$ cat src/rtl/div_sign_conditioner.sv
// Sign-handling wrapper in front of a multicycle unsigned divider: magnitudes out, signed results back.
// Optional macro DIV_SIGNED_OVF_DETECT_EN short-circuits most-negative / -1 with an overflow flag.
module div_sign_conditioner #(
  parameter int WIDTH = 32
) (
  input  logic             clock,
  input  logic             reset,
  input  logic             in_valid,
  output logic             in_ready,
  input  logic [WIDTH-1:0] a,
  input  logic [WIDTH-1:0] b,
  input  logic             is_signed,
  output logic             div_start,
  output logic [WIDTH-1:0] div_dividend,
  output logic [WIDTH-1:0] div_divisor,
  input  logic             div_done,
  input  logic [WIDTH-1:0] div_quotient,
  input  logic [WIDTH-1:0] div_remainder,
  output logic             out_valid,
  input  logic             out_ready,
  output logic [WIDTH-1:0] quotient,
  output logic [WIDTH-1:0] remainder,
  output logic             a_zero,
  output logic             b_zero,
  output logic             exc_div0,
  output logic             exc_ovf
);

  localparam logic [WIDTH-1:0] L_MIN = {1'b1, {(WIDTH-1){1'b0}}};

  typedef enum logic [1:0] {S_IDLE, S_ISSUE, S_WAIT, S_RESP} state_t;

  state_t           r_state;
  logic             r_q_neg, r_r_neg;
  logic [WIDTH-1:0] r_mag_a, r_mag_b, r_quot, r_rem;
  logic             r_a_zero, r_b_zero, r_div0, r_ovf;

  logic             w_neg_a, w_neg_b, w_a_zero, w_b_zero, w_ovf_short;
  logic [WIDTH-1:0] w_mag_a, w_mag_b;

  assign w_neg_a  = is_signed & a[WIDTH-1];
  assign w_neg_b  = is_signed & b[WIDTH-1];
  // most-negative operand negates to itself, which is the correct unsigned magnitude
  assign w_mag_a  = w_neg_a ? (~a + 1'b1) : a;
  assign w_mag_b  = w_neg_b ? (~b + 1'b1) : b;
  assign w_a_zero = (a == '0);
  assign w_b_zero = (b == '0);

`ifdef DIV_SIGNED_OVF_DETECT_EN
  assign w_ovf_short = is_signed & (a == L_MIN) & (&b) & ~w_b_zero;
`else
  assign w_ovf_short = 1'b0;
`endif

  always_ff @(posedge clock) begin
    if (reset) begin
      r_state  <= S_IDLE;
      r_q_neg  <= 1'b0;
      r_r_neg  <= 1'b0;
      r_mag_a  <= '0;
      r_mag_b  <= '0;
      r_quot   <= '0;
      r_rem    <= '0;
      r_a_zero <= 1'b0;
      r_b_zero <= 1'b0;
      r_div0   <= 1'b0;
      r_ovf    <= 1'b0;
    end else begin
      case (r_state)
        S_IDLE: if (in_valid) begin
          r_q_neg  <= w_neg_a ^ w_neg_b;
          r_r_neg  <= w_neg_a;
          r_mag_a  <= w_mag_a;
          r_mag_b  <= w_mag_b;
          r_a_zero <= w_a_zero;
          r_b_zero <= w_b_zero;
          r_div0   <= w_b_zero;
          r_ovf    <= 1'b0;
          r_quot   <= '0;
          r_rem    <= '0;
          if (w_b_zero || w_a_zero) begin
            r_state <= S_RESP;
          end else if (w_ovf_short) begin
            r_quot  <= L_MIN;
            r_ovf   <= 1'b1;
            r_state <= S_RESP;
          end else begin
            r_state <= S_ISSUE;
          end
        end
        S_ISSUE: r_state <= S_WAIT;
        S_WAIT: if (div_done) begin
          r_quot  <= r_q_neg ? (~div_quotient + 1'b1) : div_quotient;
          r_rem   <= r_r_neg ? (~div_remainder + 1'b1) : div_remainder;
          r_state <= S_RESP;
        end
        S_RESP: if (out_ready) r_state <= S_IDLE;
        default: r_state <= S_IDLE;
      endcase
    end
  end

  assign in_ready     = (r_state == S_IDLE);
  assign div_start    = (r_state == S_ISSUE);
  assign out_valid    = (r_state == S_RESP);
  assign div_dividend = r_mag_a;
  assign div_divisor  = r_mag_b;
  assign quotient     = r_quot;
  assign remainder    = r_rem;
  assign a_zero       = r_a_zero;
  assign b_zero       = r_b_zero;
  assign exc_div0     = r_div0;
  assign exc_ovf      = r_ovf;

endmodule

$ cat config.mk
export PLATFORM = sky130hd
export DESIGN_NAME = div_sign_conditioner
export DESIGN_NICKNAME = d
export VERILOG_FILES = /design/src/rtl/div_sign_conditioner.sv
export SDC_FILE = /design/constraint.sdc
export NUM_CORES = 1
export LEC_CHECK = 0
export CORE_UTILIZATION = 45
export CTS_BUF_LIST = sky130_fd_sc_hd__clkbuf_4 sky130_fd_sc_hd__clkbuf_8 sky130_fd_sc_hd__clkbuf_16
export DETAILED_ROUTE_END_ITERATION = 8
export GPL_ROUTABILITY_DRIVEN = 0
export GPL_TIMING_DRIVEN = 0
export PLACE_DENSITY = 0.81
export SLEW_MARGIN = 20
export SYNTH_ARGS = -nofsm -noshare
export SYNTH_HDL_FRONTEND = slang
export SYNTH_SLANG_ARGS = --single-unit
$ cat constraint.sdc
create_clock -name clock -period 3.2 [get_ports clock]
set_clock_uncertainty 0.05 [all_clocks]
set_input_delay 0.48 -clock clock [delete_from_list [all_inputs] [get_ports clock]]
set_output_delay 0.48 -clock clock [all_outputs]
set_load 0.005 [all_outputs]
==> results of run 1 <==
-- state kept, by name, summed over array words and instances (netlist names) --
| name | flops |
|---|---|
| r_q_neg | 1 |
| remainder | 32 |
| div_dividend | 32 |
| a_zero | 1 |
| r_r_neg | 1 |
| exc_div0 | 1 |
| quotient | 32 |
| r_state | 2 |
| div_divisor | 32 |
-- power breakdown --
part / internal, mW / switching, mW / leakage (nW)
clock: 1.05 / 0.783 / 0.259
sequential: 1.97 / 0.170 / 1.09
combinational: 1.05 / 1.03 / 2.25
total: 4.07 / 1.98 / 3.60
-- kinds of logic after synthesis --
| kind of cell | synth area share, % |
|---|---|
| compound gates | 23.1 |
| xor+xnor | 13.2 |
| fa+ha+maj | 1.37 |
| buf+inv | 3.79 |
| flops | 36.8 |
| mux | 0.412 |
| other cells | 0.0515 |
| simple gates | 21.2 |
-- per-layer routing --
metal  vias up  routed length (um)  GRT usage [%]  share of wire [%]
met5         -                   0              0                  0
met4         0                 461           10.0                1.9
met3        34                2200           9.12                9.3
met2       348               11300           48.7                 48
met1      3673                9730           33.4                 41
li1       3830                   -              -                  -
-- worst register-to-register path, cell delays in order (launching register included) --
cell and delay (ns):
dfxtp_1 0.34, inv_1 0.09, ha_1 0.28, and2_1 0.16, clkbuf_1 0.34, clkbuf_1 0.41
clkbuf_1 0.44, nand2_1 0.20, a21oi_1 0.16
-- cell usage in the layout, fill, tap and decap left out, types with 3 or more instances in the layout --
master,netlist,routed
clkdlybuf4s50_1,0,266
dfxtp_1,134,134
nor2_1,103,103
nand2_1,85,85
xor2_1,69,69
o21ai_0,63,63
clkbuf_1,52,52
a211oi_1,50,50
xnor2_1,41,41
nor3_1,29,29
a21oi_1,29,29
o31ai_1,27,27
or3_1,21,21
a31oi_1,19,19
clkbuf_16,0,17
nor4_1,16,16
or4_1,16,16
inv_1,15,15
o41ai_1,14,14
a22oi_1,13,13
nand2b_1,10,10
o21ai_1,10,10
nand3_1,9,9
ha_1,8,8
a311oi_1,7,7
nand4_1,6,6
o41ai_2,6,6
and3_1,5,5
clkinvlp_4,0,5
clkinv_4,0,5
or2_2,4,4
a21boi_0,4,4
mux2i_1,3,3
nor4_2,3,3
a211o_1,3,3
-- worst max path at each step --
stage,slack [ns],from,to
floorplan,0.80,div_remainder[18],remainder[28]
global placement,0.05,a[3],div_dividend[20]
detailed placement,0.02,b[0],exc_div0
CTS,0.46,b[0],exc_div0
global route,0.28,b[0],exc_div0
finish,0.44,a[3],div_dividend[20]
-- layout make-up --
class	instances	share of cell area (%)
Inverter	15	0.522
Tap cell	216	2.51
Timing Repair Buffer	266	24.7
Clock inverter	12	0.917
Multi-Input combinational cell	692	40.1
Antenna cell	1	0.0232
Sequential cell	134	24.9
Buffer	56	2.04
Clock buffer	20	4.27
==> metrics, run 1 <==
Reg2Reg Setup Slack=0.67 ns; I/O pin count=269; R2R Path End=r_r_neg; Post-route DRC=0; Hold Path Class=flip-flop to flip-flop; syn avg cell area=8.13 um^2; VDD IR max=0.446 mV; slowest CP cell=nor4_1; Worst Hold Depth=2; CTS root buffer=clkbuf_16; total grt overflow=0; CP Data Required Time=roughly 3.5 ns; Post-synth EDFFs=0; Num CTS Buffers=17; Max Slew Vio Count=0; WP depth=7; synth warn=0; Fmax=~360 MHz; hold slack=0.398 ns; critical path type=input pin to flip-flop; hold path start=remainder[30]; Post-CTS Resized=0; Slew headroom=35.3%; leading area contributor after synthesis=dfxtp_1; Final period util=around 86%; Synth async-reset ratio=0%; Startpoint Class=input pin; Place WS=approximately 0.020 ns; Syn Nets=between 1000 and 1500; layout cell share with drive strength beyond 1=roughly 4.4%; Worst path max stage delay=between 0.6 and 0.7 ns; largest cells by area after synthesis=dfxtp_1 37%, xor2_1 8.3%, nor2_1 5.3%, a211oi_1 5.2%, xnor2_1 4.9%; setup violators final=0; CTS tree=done; cell area power density=about 560 mW/mm^2; post-layout net count=1324; # port buffers=about 270; Vias/cell=~5.6; core region area=0.0158 mm^2; non-filler instance count after layout=1412; Detailed Route Iter0 Violations=539; Post-DRT Antenna Nets=0; vias=slightly below 8000; die area=0.0167 mm^2; Post-CTS Setup Inserts=0; leakage=3.60 nW; critical path buffer and inverter count=2; drt pass-1 iters=5; Worst-Margin Slew=roughly 0.96 ns; first-pass GRT wire length=36800 um; CP Max Fanout=8; placed cell area=between 0.01 and 0.015 mm^2; R2R Path Start=r_state[0]; cell count after synthesis=between 800 and 900; outcome=complete, no violations; Core Util, Final=between 60% and 70%; Synth top cells by count=134 x dfxtp_1, 103 x nor2_1, 85 x nand2_1, 69 x xor2_1, 63 x o21ai_0; Power Total=6.06 mW; setup slack after layout=around 0.44 ns; largest net degree at the start of global routing=17; Cell variety after synth=47; design area=between 0.01 and 0.015 mm^2; Critical Path Sink Type=flip-flop; Hold Vio Cnt, Final=0; Fillers=1304; Setup TNS=0 ns; FF+latch count, synth=134; Hold Path Sink=remainder[30]; area delta synth->final=47.9%; gr usage total=about 28%; # hold bufs at CTS=0; CTS clk-pin slew, worst paths=0.06 ns; FF+latch area=roughly 0.0027 mm^2; max cap viols=0; antenna violations before repair=1; R2R depth=8; Placed Instances=about 1400; ys flop type=dfxtp_1; vias in the first global route=~7300; min Tclk post-route=~2.8 ns; footprint of the multi-input gates=~0.0043 mm^2; mapped cell area=between 0.007 and 0.008 mm^2; site row count=46; initial core utilization=between 40% and 50%; Post-Route WL=23700 um; H-Tree Depth=4; Die Wd=129 um; delay-heaviest family, CP=simple AND/OR/NAND/NOR gates; top-count cell post-synth=dfxtp_1; die height=around 130 um; clock latency on the worst-skew pair=between 0.4 and 0.5 ns; Yosys top cell area share=36.8%; Wirelength per Cell=roughly 17 um; CP Cell Sequence=clkdlybuf4s50_1 > or4_1 > clkbuf_1 > nor4_1 > a31oi_1 > xnor2_1 > a211oi_1; Clock Path Buffers=2; sequential share of the synthesized area=36.8%; crit path DAT=about 3.1 ns; RSZ-0062 raised after global routing=no; clock sinks=approximately 130; post-DP HPWL=around 18000 um
Note: power is estimated with default switching activity, not from simulation.
==> run 2, diff against run 1 <==
==> config.mk (replaced) <==
export PLATFORM = sky130hd
export DESIGN_NAME = div_sign_conditioner
export DESIGN_NICKNAME = d
export VERILOG_FILES = /design/src/rtl/div_sign_conditioner.sv
export SDC_FILE = /design/constraint.sdc
export NUM_CORES = 1
export LEC_CHECK = 0
export CORE_MARGIN = 10
export CORE_UTILIZATION = 46
export CTS_BUF_LIST = sky130_fd_sc_hd__clkbuf_4 sky130_fd_sc_hd__clkbuf_8
export DETAILED_ROUTE_END_ITERATION = 8
export GPL_ROUTABILITY_DRIVEN = 0
export GPL_TIMING_DRIVEN = 0
export PLACE_DENSITY = 0.83
export SLEW_MARGIN = 20
export SYNTH_ARGS = -nofsm -noshare
export SYNTH_HDL_FRONTEND = slang
export SYNTH_SLANG_ARGS = --single-unit
==> metrics, run 2 (synthesis results as in run 1) <==
CP Cell Sequence=clkdlybuf4s50_1 > or4_1 > clkbuf_1 > nor4_1 > a31oi_1 > xnor2_1 > a211oi_1; Fillers=about 1300; clock sinks=about 130; Critical Path Sink Type=flip-flop; die area=between 0.02 and 0.025 mm^2; Worst path max stage delay=about 0.73 ns; critical path buffer and inverter count=2; CP Data Required Time=approximately 3.5 ns; critical path type=input pin to flip-flop; Post-CTS Resized=0; Startpoint Class=input pin; max cap viols=0; CP Max Fanout=8; placed cell area=just over 0.01 mm^2; Detailed Route Iter0 Violations=roughly 460; largest net degree at the start of global routing=17; site row count=45; RSZ-0062 raised after global routing=no; area delta synth->final=46.1%; gr usage total=about 24%; commonest cells after routing, fill and taps aside=266 x clkdlybuf4s50_1, 134 x dfxtp_1, 103 x nor2_1, 85 x nand2_1, 69 x xor2_1; CTS clk-pin slew, worst paths=around 0.080 ns; Worst-Margin Slew=about 1.0 ns; Post-route DRC=0; die height=146 um; setup violators final=0; Core Util, Final=69.3%; Post-DRT Antenna Nets=0; leading cell type in the layout, fill and taps excluded=clkdlybuf4s50_1; min Tclk post-route=~2.8 ns; outcome=complete, no violations; antenna violations before repair=0; vias=around 8000; layout cell share with drive strength beyond 1=approximately 4.4%; drt pass-1 iters=5; Num CTS Buffers=17; I/O pin count=between 200 and 300; H-Tree Depth=4; Hold Path Class=flip-flop to flip-flop; CTS tree=done; core region area=between 0.015 and 0.02 mm^2; # hold bufs at CTS=0; Die Wd=~150 um; Post-Route WL=approximately 27000 um; post-DP HPWL=21100 um; post-layout net count=~1300; Clock Path Buffers=2; slowest CP cell=nor4_1; crit path DAT=about 3.1 ns; first-pass GRT wire length=roughly 42000 um; Final period util=around 88%; Hold Vio Cnt, Final=0; Post-CTS Setup Inserts=0; total grt overflow=0; delay-heaviest family, CP=simple AND/OR/NAND/NOR gates; clock latency on the worst-skew pair=about 0.45 ns; Fmax=about 360 MHz; # port buffers=266; initial core utilization=47.4%; CTS root buffer=clkbuf_8; vias in the first global route=7598; design area=approximately 0.011 mm^2; cell area power density=~550 mW/mm^2; Wirelength per Cell=about 19 um; VDD IR max=between 0.3 and 0.4 mV; Vias/cell=~5.6; Max Slew Vio Count=0; leakage=between 3 and 4 nW; diode count=0; Slew headroom=around 29%
[run 2: changes by cell type in the layout (fill, tap and decap cells not counted), sizes merged]
cell / previous run / this run
clkinvlp: 5 / 2
clkinv: 5 / 3
inv: 17 / 15
diode: 1 / 0
bufinv: 0 / 3
clkbuf: 72 / 76
[run 2: final cells by class]
| type | instances | area [um^2] | share of cell area [%] |
|---|---|---|---|
| clock inverter | 8 | 120 | 1.13 |
| sequential | 134 | 2680 | 25.2 |
| timing repair buffer | 266 | 2660 | 25.0 |
| multi-input combinational | 692 | 4330 | 40.7 |
| tap | 211 | 264 | 2.48 |
| buffer | 56 | 220 | 2.07 |
| inverter | 15 | 56.3 | 0.529 |
| clock buffer | 24 | 312 | 2.93 |
[run 2: power breakdown]
part | leakage [nW] | switching, mW | internal (mW)
clock | 0.219 | 0.685 | 0.877
combinational | 2.25 | 1.08 | 1.05
sequential | 1.09 | 0.162 | 1.97
total | 3.56 | 1.92 | 3.90
[run 2: worst paths after layout]
kind | start | endpoint | cells past startpoint | slack [ns]
setup reg to reg | r_state[0] | r_r_neg | 8 | 0.67
hold reg to reg | remainder[25] | remainder[25] | 2 | 0.40
hold / removal | remainder[25] | remainder[25] | 2 | 0.40
setup / recovery | a[3] | div_dividend[20] | 7 | 0.40
[run 2: worst reg2reg max path: stages (launching register included)]
cell and delay, ns:
dfxtp_1 0.35, inv_1 0.09, ha_1 0.27, and2_1 0.16, clkbuf_1 0.35, clkbuf_1 0.42, clkbuf_1 0.45, nand2_1 0.18
a21oi_1 0.15
[run 2: per-layer routing]
layer / part of all wire, % / track usage, % / vias to the layer above / wire length (um)
li1: - / - / 3825 / -
met1: 41 / 28.4 / 3727 / 11100
met2: 47 / 40.0 / 329 / 12700
met3: 9.4 / 9.10 / 39 / 2530
met4: 2.0 / 7.23 / 0 / 528
met5: 0 / 0 / - / 0
[run 2: stage by stage]
step | hold slack [ns] | setup slack (ns) | TNS, ns | std cells | power (mW)
global route | 0.422 | 0.227 | 0 | 1406 | 6.15
CTS | 0.400 | 0.407 | 0 | 1406 | 5.85
finish | 0.396 | 0.399 | 0 | 1406 | 5.83
floorplan | 0.394 | 0.796 | 0 | 897 | 3.10
global placement | 0.383 | 0.0251 | 0 | 1374 | 4.26
detailed placement | 0.389 | -0.0606 | -0.0631 | 1374 | 4.31
